<file path="config.mk">
export PLATFORM = sky130hd
export DESIGN_NAME = avalon_bus_arbiter
export DESIGN_NICKNAME = d
export VERILOG_FILES = /design/src/rtl/avalon_bus_arbiter.sv
export SDC_FILE = /design/constraint.sdc
export NUM_CORES = 1
export LEC_CHECK = 0
export ABC_CLOCK_PERIOD_IN_PS = 2800
export CAP_MARGIN = 0
export CORE_AREA = 5 5 120 122
export DETAILED_ROUTE_END_ITERATION = 8
export DIE_AREA = 0 0 125 127
export SYNTH_ARGS = -nofsm -noshare
export SYNTH_HDL_FRONTEND = slang
export SYNTH_SLANG_ARGS = --single-unit
</file>
<file path="constraint.sdc">
create_clock -name clk -period 2.8 [get_ports clk]
set_clock_uncertainty 0.05 [all_clocks]
set_input_delay 0.84 -clock clk [delete_from_list [all_inputs] [get_ports clk]]
set_output_delay 0.84 -clock clk [all_outputs]
set_load 0.1 [all_outputs]
</file>
<file path="src/rtl/avalon_bus_arbiter.sv">
// avalon_bus_arbiter: shares one Avalon-MM slave between a data requester (m0)
// and an instruction requester (m1). Round-robin on ties, one IDLE bubble
// after every transfer, and a per-grant wait timeout that aborts the transfer
// with ERROR_DATA and a one-cycle bus_error pulse.
//
// Handshake: a requester raises read or write with its command and holds it
// stable until a cycle in which its waitrequest is low; that cycle is the
// completion (or abort) cycle. The slave side uses the same rule: the command
// is accepted in the cycle s_waitrequest is low.
module avalon_bus_arbiter #(
   parameter int          TIMEOUT_CYCLES = 64,
   parameter logic [31:0] ERROR_DATA     = 32'hDEADBEEF
) (
   input  logic        clk,
   input  logic        reset,
   // data requester
   input  logic [31:0] m0_address,
   input  logic        m0_read,
   input  logic        m0_write,
   input  logic [31:0] m0_writedata,
   input  logic [3:0]  m0_byteenable,
   output logic        m0_waitrequest,
   output logic [31:0] m0_readdata,
   // instruction requester
   input  logic [31:0] m1_address,
   input  logic        m1_read,
   input  logic        m1_write,
   input  logic [31:0] m1_writedata,
   input  logic [3:0]  m1_byteenable,
   output logic        m1_waitrequest,
   output logic [31:0] m1_readdata,
   // shared slave
   output logic [31:0] s_address,
   output logic        s_read,
   output logic        s_write,
   output logic [31:0] s_writedata,
   output logic [3:0]  s_byteenable,
   input  logic        s_waitrequest,
   input  logic [31:0] s_readdata,
   // status
   output logic        bus_error,
   output logic [1:0]  state_dbg
);

   typedef enum logic [1:0] {
      IDLE   = 2'd0,
      GRANT0 = 2'd1,
      GRANT1 = 2'd2
   } state_t;

   // A zero timeout still needs a one-bit counter to hold the compare value.
   localparam int CNT_W = (TIMEOUT_CYCLES < 1) ? 1 : $clog2(TIMEOUT_CYCLES + 1);
   localparam logic [CNT_W-1:0] CNT_LIMIT = CNT_W'(TIMEOUT_CYCLES);

   state_t           state;
   logic             last_grant;
   logic [CNT_W-1:0] wait_cnt;

   logic req0;
   logic req1;
   logic grant_req;
   logic abort;

   assign req0 = m0_read | m0_write;
   assign req1 = m1_read | m1_write;

   assign state_dbg = state;

   // Request line of whichever requester currently owns the slave.
   always_comb begin
      grant_req = 1'b0;
      case (state)
         GRANT0:  grant_req = req0;
         GRANT1:  grant_req = req1;
         default: grant_req = 1'b0;
      endcase
   end

   // Abort only while the owner still requests; a dropped request just ends the grant.
   assign abort = (state != IDLE) && grant_req && (wait_cnt == CNT_LIMIT);

   // Slave command mux and requester response steering.
   always_comb begin
      s_address      = 32'h0;
      s_read         = 1'b0;
      s_write        = 1'b0;
      s_writedata    = 32'h0;
      s_byteenable   = 4'h0;
      m0_waitrequest = 1'b1;
      m1_waitrequest = 1'b1;
      m0_readdata    = s_readdata;
      m1_readdata    = s_readdata;
      bus_error      = 1'b0;
      case (state)
         GRANT0: begin
            s_address      = m0_address;
            s_read         = m0_read;
            s_write        = m0_write;
            s_writedata    = m0_writedata;
            s_byteenable   = m0_byteenable;
            m0_waitrequest = s_waitrequest;
            if (abort) begin
               m0_waitrequest = 1'b0;
               m0_readdata    = ERROR_DATA;
               s_read         = 1'b0;
               s_write        = 1'b0;
               bus_error      = 1'b1;
            end
         end
         GRANT1: begin
            s_address      = m1_address;
            s_read         = m1_read;
            s_write        = m1_write;
            s_writedata    = m1_writedata;
            s_byteenable   = m1_byteenable;
            m1_waitrequest = s_waitrequest;
            if (abort) begin
               m1_waitrequest = 1'b0;
               m1_readdata    = ERROR_DATA;
               s_read         = 1'b0;
               s_write        = 1'b0;
               bus_error      = 1'b1;
            end
         end
         default: ;
      endcase
   end

   // Grant FSM, round-robin pointer and per-grant wait counter.
   always_ff @(posedge clk) begin
      if (reset) begin
         state      <= IDLE;
         last_grant <= 1'b1;
         wait_cnt   <= '0;
      end else begin
         case (state)
            IDLE: begin
               wait_cnt <= '0;
               if (req0 && req1) begin
                  state <= last_grant ? GRANT0 : GRANT1;
               end else if (req0) begin
                  state <= GRANT0;
               end else if (req1) begin
                  state <= GRANT1;
               end
            end
            GRANT0, GRANT1: begin
               if (!grant_req) begin
                  // owner withdrew mid-transfer: release without moving the pointer
                  state <= IDLE;
               end else if (abort || !s_waitrequest) begin
                  state      <= IDLE;
                  last_grant <= (state == GRANT1);
               end else begin
                  wait_cnt <= wait_cnt + CNT_W'(1);
               end
            end
            default: state <= IDLE;
         endcase
      end
   end

endmodule

</file>
Word-level counts from Yosys, hierarchy flattened
Index checks and enable logic that the tools add are counted.
W data, S select, Z words.

operators by class
  mux-type cells = 28
  $add $sub $neg = 1
  equal/unequal tests = 7
  bitwise operators = 2
  reductions and logical operators = 12

operators with widths
  cell                   number
  $pmux W32 S2           2
  $mux W32               3
  $mux W7                2
  $pmux W7 S2            1
  $mux W2                6
  $mux W1                9
  $pmux W4 S2            1
  $add A7 B1 Y7 const B  1
  $eq A7 B7 Y1 const B   1
  $pmux W1 S2            3
  $reduce_and A3 Y1      2
  $ne A4 B4 Y1 const B   1
  $pmux W2 S2            1
  $reduce_bool A2 Y1     2
  $logic_and A1 B1 Y1    3
  $ne A3 B2 Y1 const B   1
  $eq A2 B1 Y1 const B   1
  $eq A2 B2 Y1 const B   1
  $logic_not A2 Y1       1
  $ne A2 B1 Y1 const B   1
  $ne A2 B2 Y1 const B   1
  $or A1 B1 Y1           2
  $reduce_and A2 Y1      1
  $reduce_or A2 Y1       1
  other kinds (2)        2

storage, ports and cells
  register bits = 10
  input port bits = 175

Depth between registers and ports, before layout
Gate-level depths: netlist (run 1).

  depth after elaboration = 8
  depth in mapped cells = 9
  depth with buffers taken out = 7

Worst setup path after synthesis (run 1)
OpenSTA, ideal clock, no wires.

  kind = reg-to-output
  start = reg state[0], in the netlist state_dbg[0]
  end = out m0_readdata[10]
  cell stages (with the launch flop) = 9
  path buffers = 1
  path slack = -1.447 ns
  data arrival time = 3.357 ns
  cell sequence = dfxtp_1 -> inv_1 -> ha_1 -> and4bb_2 -> o2111ai_1 -> inv_2 -> nand2_1 -> buf_2 -> nand2b_1

between the ends
  word-level cells in the longest chain between the ends = 6
  elaborated cells between the ends (all ways) = 8
  those cells by class = 2 x eq/ne; 3 x mux; 3 x reduce/logical

RTL lines
  what                                          RTL line  text
  start, declared                               55        state_t state;
  start signal, assigned                        140       state <= last_grant ? GRANT0 : GRANT1;
  $eq A2 B2 Y1 or $eq A2 B1 Y1 (tied branches)  72, 94
  $pmux W1 S2                                   72        case (state)
  $logic_and A1 B1 Y1 (2 in a row)              80        assign abort = (state != IDLE) && grant_req && (wait_cnt == CNT_LIMIT);
  $mux W32                                      102       if (abort) begin
  $mux W32 *                                    94        case (state)
  end, declared                                 23        output logic [31:0] m0_readdata,

Mark *: on every way between the ends. The rest lies on a longest branch, timed or not.

Final worst setup path (run 1)
  start = in m1_write
  end = out m0_readdata[21]

between the ends
  word-level cells in the longest chain between the ends = 6

RTL lines
  what                              RTL line  text
  start, declared                   27        input logic m1_write,
  $or A1 B1 Y1                      65        assign req1 = m1_read | m1_write;
  $pmux W1 S2                       72
  $logic_and A1 B1 Y1 (2 in a row)  80
  $mux W32                          102
  $mux W32                          94

Every way passes these cells.

==> results.yml, run 1 <==
run_status:
  status: "finished, violations left"
  violations: "negative setup slack"
yosys:
  synth_edf_count: 0
  synth-async-reset-ratio_pct: 0
  syn_area_per_cell_um2: 6.93
  synth_commonest_cells: "a22oi_1, nor2b_1, nand2b_1"
  ys_warn_count: 0
  synthCells: 327
  synth_top_area_share_pct: 23.2
  ys_seq_area_share_pct: 8.83
  synth.distinct_cells: 38
  syn_area_um2: 2270
  synth_seq_cells: 10
  synth_area_leaders: "a22oi_1, nor2b_1, nand2b_1, dfxtp_1, and2_1"
  synth_flop_cell: "dfxtp_1"
  post-synth-top-area-cell: "a22oi_1"
  synth_nets: 508
power:
  power_leakage_uw: 0.00344
  powerDensity_nw_per_um2: 321
  seqPwrFrac_pct: 5.5
  p_sw_share_pct: 51.2
  ir_worst_vdd_uv: 148
  combPwrFrac_pct: 85.2
  power.total_uw: 2720
  p_int_uw: 1330
  switchingPower_uw: 1400
  clock_power_share_pct: 9.3
min_path:
  min_to: "last_grant$_SDFFE_PP1P_"
  worst_hold_path_type: "flop to flop"
  hp-start: "last_grant$_SDFFE_PP1P_"
  hold_depth: 2
timing:
  hold_viol_final: 0
  final_max_slew_viol_count: 0
  layout_min_cycle_time_ns: 3.05
  setup_viol: 69
  timing.final.crit_share_pct: 109
  setup_slack_ns: -0.254
  tns_ns: -12.74
  max_freq_mhz: 327
  worstMarginPinSlew_ns: 0.488
  hold_slack_ns: 0.466
  rsz0062_at_grt: "true"
  max_slew_margin_pct: 67.2
final_layout:
  fillers: 961
  multi_input_area_um2: 2860
  fin_nets: 844
  drive_gt1_share_pct: 53.3
  area_growth_pct: 275
  regArea_um2: 208
  final_util_pct: 64.9
critical_path:
  crit-reg2reg-launch: "state_dbg[1]$_SDFFE_PP0P_"
  rrSetupSlack_ns: 0.57
  cpPeakStageDelay_ns: 0.28
  path_delay_family: "buffers and inverters"
  critical_path_class: "input pin to primary output"
  worstPathMaxFanout: 7
  crit_buf_inv: 5
  startpoint_type: "input pin"
  r2r_end: "wait_cnt[5]$_SDFFE_PP0P_"
  cp-end-kind: "primary output"
  cp.required_ns: 1.91
  cp.arrival_ns: 2.16
  cp_common_cell: "buf_12"
  r2r_cells: 7
  cp_slowest_cell: "o2111ai_4"
  crit_path_cell_trace: "buf_8, o21a_4, o2111ai_4, inv_8, buf_12, nand2_8, buf_12, nand2b_4, buf_12"
flow_run:
  maxCapViolCount: 0
cts:
  h-tree-depth: 1
  clkSlewWorstSetupHoldPaths_ns: 0.04
  numCtsBuffers: 3
  cts_tree: "yes"
  clock_path_buffers: 2
  cts.sinks: 10
  root_buffer: "clkbuf_16"
  worstSkewPairLatency_ns: 0.23
detailed_routing:
  dr.pass1.iters: 4
  drc: 0
  ant_nets: 0
  vias: 3961
  wirelength_um: 17300
  wl_per_cell_um: 20.7
  drt-initial-drc-count: 250
  via_per_inst: 4.72
placement:
  hpwl_um: 14500
  globalplace.congestion: 0.871
  io_buffers: 313
grt:
  antenna_found_initial: 1
  grt_usage_pct: 19.9
  grt_max_degree: 80
  grt_pass1_vias: 4197
  grt_pass1_wl_um: 25200
  grt-ovfl-total: 0
floorplanning:
  rows: 42
  fp.dieH_um: 127
  core_area_um2: 13100
  initial_core_util_pct: 17.3
  die_w_um: 125
  dieArea_um2: 15900
  pin_count: 314
## state kept, by name (all words and copies together), names as in the netlist
register    flops
wait_cnt        7
state_dbg       2
last_grant      1
## final cells by class
| type | count | area share (%) |
|---|---|---|
| Timing Repair Buffer | 361 | 59.9 |
| Multi-Input combinational cell | 280 | 33.7 |
| Tap cell | 176 | 2.59 |
| Sequential cell | 10 | 2.45 |
| Clock buffer | 4 | 0.928 |
| Inverter | 7 | 0.398 |
| Antenna cell | 1 | 0.0295 |
## how the worst max path moves through the flow
stage	from	to	slack, ns	cells after the start
after floorplan	state_dbg[1]$_SDFFE_PP0P_	s_read	-0.74	5
after global placement	m1_write	m1_readdata[15]	-0.65	8
after detailed placement	m1_write	m1_readdata[18]	-0.69	8
after CTS	m0_read	m1_readdata[18]	-0.32	10
after global routing	m1_write	m0_readdata[21]	-0.29	9
final	m1_write	m0_readdata[21]	-0.25	9
## layer usage
metal | track usage [%] | vias to the layer above | part of all wire (%)
met5 | 0 | - | 0
met4 | 5.55 | 0 | 3.1
met3 | 5.59 | 26 | 8.5
met2 | 37.0 | 245 | 52
met1 | 22.2 | 1849 | 36
li1 | - | 1841 | -
## cell families (layout without fill, tap and decap cells)
logic type	Yosys count	after routing	synth area share, %
AOI/OAI and AO/OA	95	95	32.3
adders and majority gates	6	6	3.31
buffers and inverters	39	372	7.62
DFF	10	10	8.83
muxes	2	2	0.883
other	0	1	0
and+or+nand+nor	175	177	47.1
## tightest hold or removal path: stages (launching register included)
cell and delay [ns]:
dfxtp_1 0.31, o21ai_0 0.07, o311ai_0 0.09
## timing repair
item,in CTS,in global routing
endpoints found under the setup margin,98,80
buffers inserted,9,1
hold buffers,0,0
pin swaps,5,6
resized for setup,44,22
gates cloned,5,1
## stage by stage
step	instances	setup slack, ns	instance area (um^2)
6_report	839	-0.254	8490
5_1_grt	839	-0.287	8490
4_1_cts	839	-0.317	8440
3_5_place_dp	821	-0.693	8090
3_3_place_gp	821	-0.647	8090
2_1_floorplan	327	-0.744	3180
## power by group through the flow
stage	combinational (uW)	sequential, uW	clock [uW]
floorplan	1370	177	0
global placement	2280	153	0
detailed placement	2300	153	0
CTS	2330	150	255
global route	2400	151	261
finish	2320	150	252
## cells in the final DEF, fill, tap and decap left out, types with 2 or more instances in the layout
cell / Yosys / final
a22oi_1: 70 / 70
a31oi_1: 6 / 6
and2_4: 0 / 16
buf_12: 0 / 145
buf_16: 0 / 2
buf_4: 3 / 22
buf_6: 1 / 17
buf_8: 0 / 3
clkbuf_16: 0 / 4
clkdlybuf4s50_1: 0 / 170
dfxtp_1: 10 / 8
dfxtp_4: 0 / 2
ha_1: 6 / 2
ha_2: 0 / 3
inv_1: 6 / 4
inv_2: 1 / 2
mux2i_1: 2 / 2
nand2_1: 19 / 13
nand2_4: 0 / 5
nand2_8: 0 / 3
nand2b_4: 0 / 48
nand3_1: 5 / 5
nor2_1: 6 / 4
nor2_4: 0 / 2
nor2b_1: 70 / 2
nor2b_2: 0 / 20
nor2b_4: 0 / 48
nor3_1: 2 / 2
o211ai_1: 2 / 2
o21a_4: 1 / 2
o21ai_0: 3 / 3
o311ai_0: 3 / 3
or4_1: 2 / 2
or4b_1: 2 / 2
(Power assumes the default switching activity.)
==> inputs of run 2 (changes only) <==
- CAP_MARGIN: 0 -> not set
- REMOVE_ABC_BUFFERS: not set -> 1
- SKIP_LAST_GASP: not set -> 1
==> run 2 against run 1 <==
The run still ends with negative setup slack left. Clock-buffer cell count did not move. Via count shrank 2.4%. Critical path depth stayed put. Maximum frequency down 0.67%. Die area did not move. Sequential power hardly changed. Core utilization fell by 2.2 points. Hold slack better by 0.022 ns. Final area shrank 3.4%. Register-to-register slack gained 0.02 ns. Critical endpoint is now m1_readdata[8]. Largest cell class unchanged. Largest power group unchanged.
==> results.yml, run 2 (synthesis results as in run 1) <==
detailed_routing:
  met3_length_um: 976
  drc: 0
  via_per_inst: 4.63
  top_layer: "met4"
  ant_nets: 0
  wl_met2_um: 10500
  dr.pass1.iters: 4
  vias: 3864
  wl_met1_um: 6770
  drt-initial-drc-count: 164
  wirelength_um: 18600
  wl_per_cell_um: 22.3
power:
  clock_power_share_pct: 10.8
  power.total_uw: 2670
  ir_worst_vdd_uv: 417
  power_leakage_uw: 0.00335
  switchingPower_uw: 1370
  p_int_uw: 1300
  powerDensity_nw_per_um2: 325
  p_sw_share_pct: 51.4
  seqPwrFrac_pct: 5.7
  combPwrFrac_pct: 83.6
flow_run:
  maxCapViolCount: 0
cts:
  cts.sinks: 10
  cts_hold_buf: 0
  worstSkewPairLatency_ns: 0.24
  cts_tree: "yes"
  clock_path_buffers: 2
  clkSlewWorstSetupHoldPaths_ns: 0.04
  numCtsBuffers: 3
  h-tree-depth: 1
  root_buffer: "clkbuf_16"
final_layout:
  layout_common_cells: "clkdlybuf4s50_1, buf_12, a22oi_1, nor2b_1, nand2b_4"
  num_antenna_cells: 0
  area_growth_pct: 262
  final_util_pct: 62.7
  regArea_um2: 203
  largest_reg_flops: 7
  multi_input_area_um2: 2460
  fillers: 998
  drive_gt1_share_pct: 45.6
  regMostFlops: "wait_cnt"
  fin_nets: 840
  final_common_cell: "clkdlybuf4s50_1"
floorplanning:
  pin_count: 314
  die_w_um: 125
  dieArea_um2: 15900
  fp.dieH_um: 127
  initial_core_util_pct: 17.3
  core_area_um2: 13100
  rows: 42
min_path:
  hp-start: "last_grant$_SDFFE_PP1P_"
  hold_depth: 2
  min_to: "last_grant$_SDFFE_PP1P_"
  worst_hold_path_type: "flop to flop"
placement:
  io_buffers: 313
  hpwl_um: 13600
  globalplace.congestion: 0.942
grt:
  antenna_found_initial: 0
  grt_usage_pct: 21.1
  grt-ovfl-total: 0
  grt_pass1_vias: 4080
  grt_max_degree: 80
  grt_pass1_wl_um: 26500
critical_path:
  worstPathMaxFanout: 6
  r2r_cells: 9
  startpoint_type: "input pin"
  cp.required_ns: 1.91
  crit-reg2reg-launch: "state_dbg[0]$_SDFFE_PP0P_"
  rrSetupSlack_ns: 0.59
  cp.arrival_ns: 2.18
  critical_path_class: "input pin to primary output"
  cp-end-kind: "primary output"
  r2r_end: "wait_cnt[5]$_SDFFE_PP0P_"
run_status:
  violations: "negative setup slack"
  status: "finished, violations left"
timing:
  timing.final.crit_share_pct: 110
  hold_slack_ns: 0.488
  final_max_slew_viol_count: 0
  setup_slack_ns: -0.274
  hold_viol_final: 0
  worstMarginPinSlew_ns: 0.387
  max_slew_margin_pct: 73.9
  max_freq_mhz: 325
  layout_min_cycle_time_ns: 3.07
  rsz0062_at_grt: "true"
  setup_viol: 68
## run 2: power groups by stage
stage | sequential [uW] | clock [uW] | combinational [uW]
global route | 151 | 298 | 2300
global placement | 152 | 0 | 2070
CTS | 151 | 290 | 2180
floorplan | 176 | 0 | 1140
finish | 151 | 288 | 2230
detailed placement | 152 | 0 | 2090
## run 2: worst max-delay path by stage
stage | to | slack [ns] | start | cells past startpoint
floorplan | m0_readdata[0] | -3.10 | state_dbg[1]$_SDFFE_PP0P_ | 6
global placement | m0_readdata[29] | -0.63 | m0_write | 9
detailed placement | m1_readdata[31] | -0.67 | m0_write | 9
CTS | m0_readdata[17] | -0.25 | m0_read | 10
global route | m1_readdata[8] | -0.30 | m0_read | 9
finish | m1_readdata[8] | -0.27 | m0_read | 9
## run 2: layer usage
metal  global-route usage [%]  up-vias
li1                         -     1839
met1                     22.9     1854
met2                     42.0      144
met3                     4.51       27
met4                     4.15        0
met5                        0        -
## run 2: layout make-up
class,instances,share of cell area [%]
timing repair buffer,359,63.3
sequential,10,2.47
multi-input combinational,278,30.0
tap,176,2.68
inverter,7,0.412
clock buffer,4,1.08
## run 2: repair_timing
| item | in CTS | in global routing |
|---|---|---|
| setup endpoints to repair | 80 | 106 |
| gates cloned | 8 | 3 |
| buffers inserted | 4 | 1 |
| resized for setup | 110 | 38 |
| pin swaps | 11 | 5 |
## run 2: metrics by stage
step / TNS (ns) / worst slack [ns] / area (um^2) / std cells
after global routing: -16.17 / -0.304 / 8200 / 834
after global placement: -39.99 / -0.631 / 7140 / 814
after floorplan: -360.72 / -3.10 / 2120 / 295
after CTS: -13.04 / -0.254 / 7960 / 830
after detailed placement: -42.25 / -0.673 / 7140 / 814
final: -14.20 / -0.274 / 8200 / 834
## run 2: critical path, stage by stage
cell       delay [ns]
buf_6            0.10
o21a_4           0.21
o2111ai_2        0.20
buf_6            0.15
inv_8            0.05
nand2_8          0.13
clkbuf_16        0.18
and2_4           0.15
buf_12           0.16
